`src/rtl/box_pkg.sv`:
```
// Shared constants for the box animation datapath.
package box_pkg;
  localparam int BOX_SIZE = 4;
  localparam int XW = 8;
  localparam int YW = 7;
  localparam int CW = 3;
  localparam logic [CW-1:0] COLOUR_BLACK = 3'b000;
  localparam logic [3:0] LAST_PIX = 4'(BOX_SIZE * BOX_SIZE - 1);
endpackage

```
`src/rtl/box_datapath_frame_timer.sv`:
```
// Wait-interval counter; expire marks the last tick of a frame interval.
module frame_timer #(
  parameter int FRAME_TICKS = 833333
) (
  input  logic clock,
  input  logic resetn,
  input  logic count_en,
  output logic expire
);
  localparam int W = (FRAME_TICKS > 2) ? $clog2(FRAME_TICKS) : 1;
  localparam logic [W-1:0] LAST = W'(FRAME_TICKS - 1);

  logic [W-1:0] cnt_q, cnt_d;

  assign expire = (cnt_q == LAST);

  always_comb begin
    cnt_d = cnt_q;
    if (count_en)
      cnt_d = expire ? '0 : cnt_q + 1'b1;
  end

  always_ff @(posedge clock) begin
    if (!resetn) cnt_q <= '0;
    else         cnt_q <= cnt_d;
  end
endmodule

```
`src/rtl/box_datapath.sv`:
```
// 4x4 box draw/erase sweep, frame wait and per-frame position step.
// Define BOX_DATAPATH_BOUNCE_EN to bounce off the edges instead of wrapping.
module box_datapath
  import box_pkg::*;
#(
  parameter int X_MAX       = 160,
  parameter int Y_MAX       = 120,
  parameter int FRAME_TICKS = 833333
) (
  input  logic          clock,
  input  logic          resetn,
  input  logic          en_datapath,
  input  logic          en_vga,
  input  logic          erase,
  input  logic          can_move,
  input  logic [CW-1:0] colour_in,
  output logic [XW-1:0] x,
  output logic [YW-1:0] y,
  output logic [CW-1:0] colour,
  output logic          plot,
  output logic          done
);
  localparam logic [XW-1:0] X_LAST = XW'(X_MAX - BOX_SIZE);
  localparam logic [YW-1:0] Y_LAST = YW'(Y_MAX - BOX_SIZE);

  logic [3:0]    count_q, count_d;
  logic [XW-1:0] x_q, x_d;
  logic [YW-1:0] y_q, y_d;
  logic          last, step, expire;

  frame_timer #(
    .FRAME_TICKS(FRAME_TICKS)
  ) u_timer (
    .clock   (clock),
    .resetn  (resetn),
    .count_en(~en_datapath & ~erase & can_move),
    .expire  (expire)
  );

  assign last   = (count_q == LAST_PIX);
  assign step   = en_datapath & erase & last;
  assign x      = x_q + XW'(count_q[1:0]);
  assign y      = y_q + YW'(count_q[3:2]);
  assign colour = erase ? COLOUR_BLACK : colour_in;
  assign plot   = en_vga & en_datapath & resetn;
  assign count_d = en_datapath ? count_q + 4'd1 : 4'd0;

  always_comb begin
    done = 1'b0;
    if (resetn) begin
      if (en_datapath)  done = last;
      else if (!erase)  done = ~expire;
    end
  end

`ifdef BOX_DATAPATH_BOUNCE_EN
  logic dx_q, dx_d, dy_q, dy_d;

  always_comb begin
    x_d  = x_q;
    dx_d = dx_q;
    y_d  = y_q;
    dy_d = dy_q;
    if (step) begin
      if (dx_q && x_q == X_LAST) begin
        dx_d = 1'b0;
        x_d  = x_q - 1'b1;
      end else if (!dx_q && x_q == '0) begin
        dx_d = 1'b1;
        x_d  = x_q + 1'b1;
      end else begin
        x_d = dx_q ? x_q + 1'b1 : x_q - 1'b1;
      end
      if (dy_q && y_q == Y_LAST) begin
        dy_d = 1'b0;
        y_d  = y_q - 1'b1;
      end else if (!dy_q && y_q == '0) begin
        dy_d = 1'b1;
        y_d  = y_q + 1'b1;
      end else begin
        y_d = dy_q ? y_q + 1'b1 : y_q - 1'b1;
      end
    end
  end

  always_ff @(posedge clock) begin
    if (!resetn) begin
      dx_q <= 1'b1;
      dy_q <= 1'b1;
    end else begin
      dx_q <= dx_d;
      dy_q <= dy_d;
    end
  end
`else
  always_comb begin
    x_d = x_q;
    y_d = y_q;
    if (step) begin
      x_d = (x_q == X_LAST) ? '0 : x_q + 1'b1;
      y_d = (y_q == Y_LAST) ? '0 : y_q + 1'b1;
    end
  end
`endif

  always_ff @(posedge clock) begin
    if (!resetn) begin
      count_q <= '0;
      x_q     <= '0;
      y_q     <= '0;
    end else begin
      count_q <= count_d;
      x_q     <= x_d;
      y_q     <= y_d;
    end
  end
endmodule

```
`config.mk`:
```
export PLATFORM = sky130hd
export DESIGN_NAME = box_datapath
export DESIGN_NICKNAME = d
export VERILOG_FILES = /design/src/rtl/box_pkg.sv /design/src/rtl/box_datapath_frame_timer.sv /design/src/rtl/box_datapath.sv
export SDC_FILE = /design/constraint.sdc
export NUM_CORES = 1
export LEC_CHECK = 0
export CAP_MARGIN = 20
export CORE_ASPECT_RATIO = 0.9
export CORE_MARGIN = 5
export CORE_UTILIZATION = 35
export DETAILED_ROUTE_END_ITERATION = 7
export PLACE_DENSITY = 0.65
export SETUP_SLACK_MARGIN = 0.1
export SYNTH_ARGS = -nofsm -noshare
export SYNTH_HDL_FRONTEND = slang
export SYNTH_SLANG_ARGS = --single-unit
```
`constraint.sdc`:
```
create_clock -name clock -period 2.6 [get_ports clock]
set_input_delay 0.52 -clock clock [delete_from_list [all_inputs] [get_ports clock]]
set_output_delay 0.52 -clock clock [all_outputs]
set_load 0.02 [all_outputs]
```
After elaboration in Yosys (flattened, before gate mapping)
Cells that the tools add are included.

Register bits: 39. Logic and storage cells: 31. Bits of input ports: 9. Output and inout port bits: 20.

Bitwise logic cells: 9. Eq/ne operators: 4. $add $sub $neg: 6. Mux-type cells: 7. Reductions and logical operators: 1.

Operators with widths (number): adder 20 x 1 -> 20 bit (second input constant) (1); equality test 20 bit (second input constant) (1); two-way mux 20 bit (1); adder 8 x 1 -> 8 bit (second input constant) (1); adder 8 x 2 -> 8 bit (1); equality test 8 bit (second input constant) (1); two-way mux 8 bit (1); adder 7 x 1 -> 7 bit (second input constant) (1); adder 7 x 2 -> 7 bit (1); equality test 7 bit (second input constant) (1); two-way mux 7 bit (1); AND 1 bit (6); adder 4 x 1 -> 4 bit (second input constant) (1); equality test 4 bit (second input constant) (1); two-way mux 1 bit (3); two-way mux 3 bit (1); inverter 1 bit (3); AND reduction 2 bit (1).

Longest topological paths before layout
Depth in word-level cells: 5. Gate-level depth with buffers: 7.

By module
A second synthesis with hierarchy kept.

Cells, all modules: 275. Area, all modules: 2280.9 µm².

By module, submodules not included: box_datapath (instances 1, area each 1251.2 µm², seq. area each 380.4 µm², cells an instance 150); frame_timer (instances 1, area each 1029.7 µm², seq. area each 400.4 µm², cells an instance 125).

Worst setup path before layout
OpenSTA, ideal clock, no wires.

Kind: reg2out. Start point: register y_q[0]. End point: output y[6]. Path slack: 0.449 ns. Cell stages (with the launch flop): 7. Path buffers: 0. Data required time: 2.080 ns. Arrival time: 1.631 ns. Cell sequence: dfxtp_1 ha_1 inv_1 fa_1 nor2_1 nand4_1 xnor2_1.

Cells in the longest elaborated chain, start to end: 1.

RTL lines: start, declared (RTL line box_datapath.sv:28) `logic [YW-1:0] y_q, y_d;`; start signal, assigned (RTL line box_datapath.sv:114) `y_q <= y_d;`; adder 7 x 2 -> 7 bit (RTL line box_datapath.sv:43) `assign y = y_q + YW'(count_q[3:2]);`; end, declared (RTL line box_datapath.sv:18) `output logic [YW-1:0] y,`.

Every way passes these cells.

Worst setup path after layout
Start point: input erase. End point: output colour[0].

Cells in the longest elaborated chain, start to end: 1.

RTL lines: start, declared (RTL line box_datapath.sv:14) `input logic erase,`; two-way mux 3 bit (RTL line box_datapath.sv:44) `assign colour = erase ? COLOUR_BLACK : colour_in;`; end, declared (RTL line box_datapath.sv:19) `output logic [CW-1:0] colour,`.

Every way passes these cells.

==> qor_table.md <==
| Stage | Quantity | Reported |
|---|---|---|
| yosys | Count of yosys warnings during synthesis | 0 |
| cts | Number of buffers created by CTS | 5 |
| finish | Antenna Cells | 0 |
| cts | Number of H-tree levels | 2 |
| cts | CTS root buf | sky130_fd_sc_hd__clkbuf_8 |
| placed design | Weighted congestion reported at the end of routability-driven placement | 0.775 |
| timing | Highest achievable clock rate | 407 MHz |
| floorplan | Initial core utilization | 36.5% |
| drt | Sum of routed wire length over all layers | 5.18 mm |
| worst hold path | Kind of path behind the tightest hold check | flip-flop to flip-flop |
| cts | Post-CTS setup repair buffer count | 0 |
| cts | Clock tree from TritonCTS | yes |
| cts | Worst-skew pair later-pin latency | 290 ps |
| cts | Clk sinks | 39 |
| worst setup path | Crit path launch type | primary input |
| finish | Share of final-layout standard cells stronger than drive strength 1 | 9.66% |
| finish | Area growth syn-to-layout | 23.6% |
| yosys | Number of enable flip-flop cells after synthesis | 0 |
| power and ir drop | Power density cells | 383 mW/mm^2 |
| worst setup path | CP max FO | 5 |
| global route | Pin count of the biggest net entering global routing | 14 |
| placed design | IO buf count | 28 |
| worst setup path | Slack of the worst reg-to-reg path | 710 ps |
| yosys | Top cells by area in the synthesized netlist | sky130_fd_sc_hd__dfxtp_1 (34%), sky130_fd_sc_hd__xnor2_1 (9.3%), sky130_fd_sc_hd__ha_1 (6.1%), sky130_fd_sc_hd__nor2_1 (5.1%), sky130_fd_sc_hd__a21oi_1 (4.6%) |
| power and ir drop | Static power due to leakage | 0.00103 uW |
| timing | Unrepaired setup endpoints after global routing | true |
| yosys | Most used DFF post-synth | sky130_fd_sc_hd__dfxtp_1 |
| floorplan | Area enclosed by the die boundary | 0.00819 sq mm |
| finish | Layout Nets | 342 |
| drt | Via Count | 2054 |
| worst setup path | Kind of end point of the critical path | primary output |
| yosys | Number of flip-flops and latches in the synthesized netlist | 39 |
| worst setup path | Arrival time reported for the critical path endpoint | 1940 ps |
| timing | Setup-violating endpoint count in the final report | 0 |
| timing | Final TNS setup | 0 ps |
| timing | Count of final max-slew check failures | 0 |
| cts | Number of buffers on the longest clock path | 2 |
| timing | Largest clock skew in the final design | 5.94 ps |
| yosys | Average cell area after synthesis | 8.13 sq um |
| cts | Clk slew on worst S/H paths | 80 ps |
| power and ir drop | Maximum ir drop on the vdd rail | 0.223 mV |
| yosys | Cell variety after synth | 38 |
| drt | Number of iterations in the first detailed-routing pass | 4 |
| cts | Post-CTS Hold Buffers | 0 |
| yosys | Syn Inst Count | 279 |
| drt | Initial DRC count | 75 |
| drt | Post-route DRC violation count | 0 |
| timing | Fin. Hold Viols | 0 |
| drt | Routed Antenna Nets | 0 |
| drt | Via density per instance | 5.03 |
| yosys | Async set-reset flop share out of synthesis | 0% |
| floorplan | Die height | 86.4 um |
| finish | Finished Core Util | 45.1% |
| global route | Residual overflow from global routing | 0 |
| timing | Max_slew headroom | 67.2% |
| floorplan | Cell Rows | 27 |
| finish | Final Cell Area | 0.00280 sq mm |
| global route | Global-route usage over all layers | 13.2% |
| timing | Fin crit share | 94.6% |
| timing | Hold_ws | 468 ps |
| yosys | Area fraction of the dominant cell type after synthesis | 34.4% |
| timing | Post-route minimum period | 2460 ps |
| floorplan | Die outline width | 94.9 um |
| yosys | Sequential area share after synthesis | 34.4% |
| global route | First-pass GRT wire length | 8.89 mm |
| yosys | Mapped Area | 0.00227 sq mm |
| drt | Average routed wire per standard cell | 12.7 um |
| worst setup path | Required time of the critical path | 2080 ps |
| outcome | Outcome | completed |
| placed design | Placed Instance Area | 0.00274 sq mm |
| yosys | Largest area contributor in the synthesized netlist | sky130_fd_sc_hd__dfxtp_1 |
| yosys | Net count after synthesis | 301 |
| finish | Leading cell type in the layout, fill and taps excluded | sky130_fd_sc_hd__dfxtp_1 |
| flow run | Max Cap Viol | 0 |
| floorplan | Area of the core | 0.00622 sq mm |
| worst setup path | Start-to-end type of the worst setup path | primary input to primary output |
| floorplan | I/O pin cnt | 29 |
| global route | Number of global-route vias before repair | 1973 |
| global route | Initial antenna violation count | 0 |
| placed design | Half-perimeter wire length after detailed placement | 3.93 mm |
| timing | Slew at the pin closest to its max-slew limit | 489 ps |
| finish | Most frequent cells in the layout | sky130_fd_sc_hd__dfxtp_1 (39), sky130_fd_sc_hd__nor2_1 (30), sky130_fd_sc_hd__xnor2_1 (24) |
synthesized netlist by cell type, types with 3 or more instances:
| cell | number |
|---|---|
| sky130_fd_sc_hd__dfxtp_1 | 39 |
| sky130_fd_sc_hd__nor2_1 | 31 |
| sky130_fd_sc_hd__xnor2_1 | 24 |
| sky130_fd_sc_hd__a21oi_1 | 21 |
| sky130_fd_sc_hd__nand2_1 | 20 |
| sky130_fd_sc_hd__inv_1 | 17 |
| sky130_fd_sc_hd__nand3_1 | 14 |
| sky130_fd_sc_hd__ha_1 | 11 |
| sky130_fd_sc_hd__nand4_1 | 11 |
| sky130_fd_sc_hd__clkbuf_1 | 9 |
| sky130_fd_sc_hd__nor4_1 | 9 |
| sky130_fd_sc_hd__o21ai_0 | 8 |
| sky130_fd_sc_hd__o31ai_1 | 7 |
| sky130_fd_sc_hd__or4_1 | 6 |
| sky130_fd_sc_hd__xor2_1 | 6 |
| sky130_fd_sc_hd__nor3_1 | 5 |
| sky130_fd_sc_hd__and3_1 | 4 |
| sky130_fd_sc_hd__and4_1 | 4 |
| sky130_fd_sc_hd__nor2b_1 | 3 |
| sky130_fd_sc_hd__nor4bb_1 | 3 |
| sky130_fd_sc_hd__or3_1 | 3 |
routing by layer:
layer	global-route usage (%)	vias to the layer above	wire length, um
met3	2.26	7	190
met5	0	-	0
met1	18.6	946	2670
met4	3.54	0	50
li1	-	1065	-
met2	20.8	36	2270
worst max-delay path: stages:
cell	delay (ps)
sky130_fd_sc_hd__clkdlybuf4s50_1	500
sky130_fd_sc_hd__buf_4	200
sky130_fd_sc_hd__nor2b_1	110
sky130_fd_sc_hd__clkdlybuf4s50_1	620
kinds of logic after synthesis:
group / count (synthesis) / share of synthesized area (%)
and+or+nand+nor: 120 / 28.3
AOI/OAI and AO/OA: 45 / 11.6
DFF: 39 / 34.4
xor gates and xnor gates: 30 / 11.6
buffers and inverters: 30 / 5.41
adders and majority gates: 13 / 7.83
muxes: 2 / 0.883
worst paths after layout:
kind / from / end / depth (start not counted)
max: erase / colour[0] / 4
min: count_q[0] / count_q[0] / 1
max reg2reg: count_q[1] / y_q[5] / 6
min reg2reg: count_q[0] / count_q[0] / 1
metrics by stage:
stage | setup slack (ps) | std cells | total power [uW]
floorplan | 449 | 279 | 651
CTS | 19.8 | 408 | 1080
finish | 142 | 408 | 1070
detailed placement | 22.2 | 400 | 692
global route | 33.0 | 408 | 1120
global placement | 31.5 | 400 | 691
flip-flops by register name, indices dropped and copies added, names as in the netlist:
register       cells
count_q            4
u_timer.cnt_q     20
x_q                8
y_q                7
what timing repair did:
action | 4_1_cts | 5_1_grt
cloned | 0 | 0
setup endpoints to repair | 13 | 8
resized for setup | 17 | 12
cell type report:
type	count	area [sq um]
tap	87	109
fill	636	3410
timing repair buffer	46	390
multi-input combinational	210	1370
clock inverter	1	5.00
clock buffer	7	76.3
inverter	18	67.6
sequential	39	781
report_power, final:
group	internal, uW	switching, uW	total (uW)
combinational	35.0	38.3	73.4
sequential	600	3.48	603
clock	189	209	398
(Power assumes the default switching activity.)
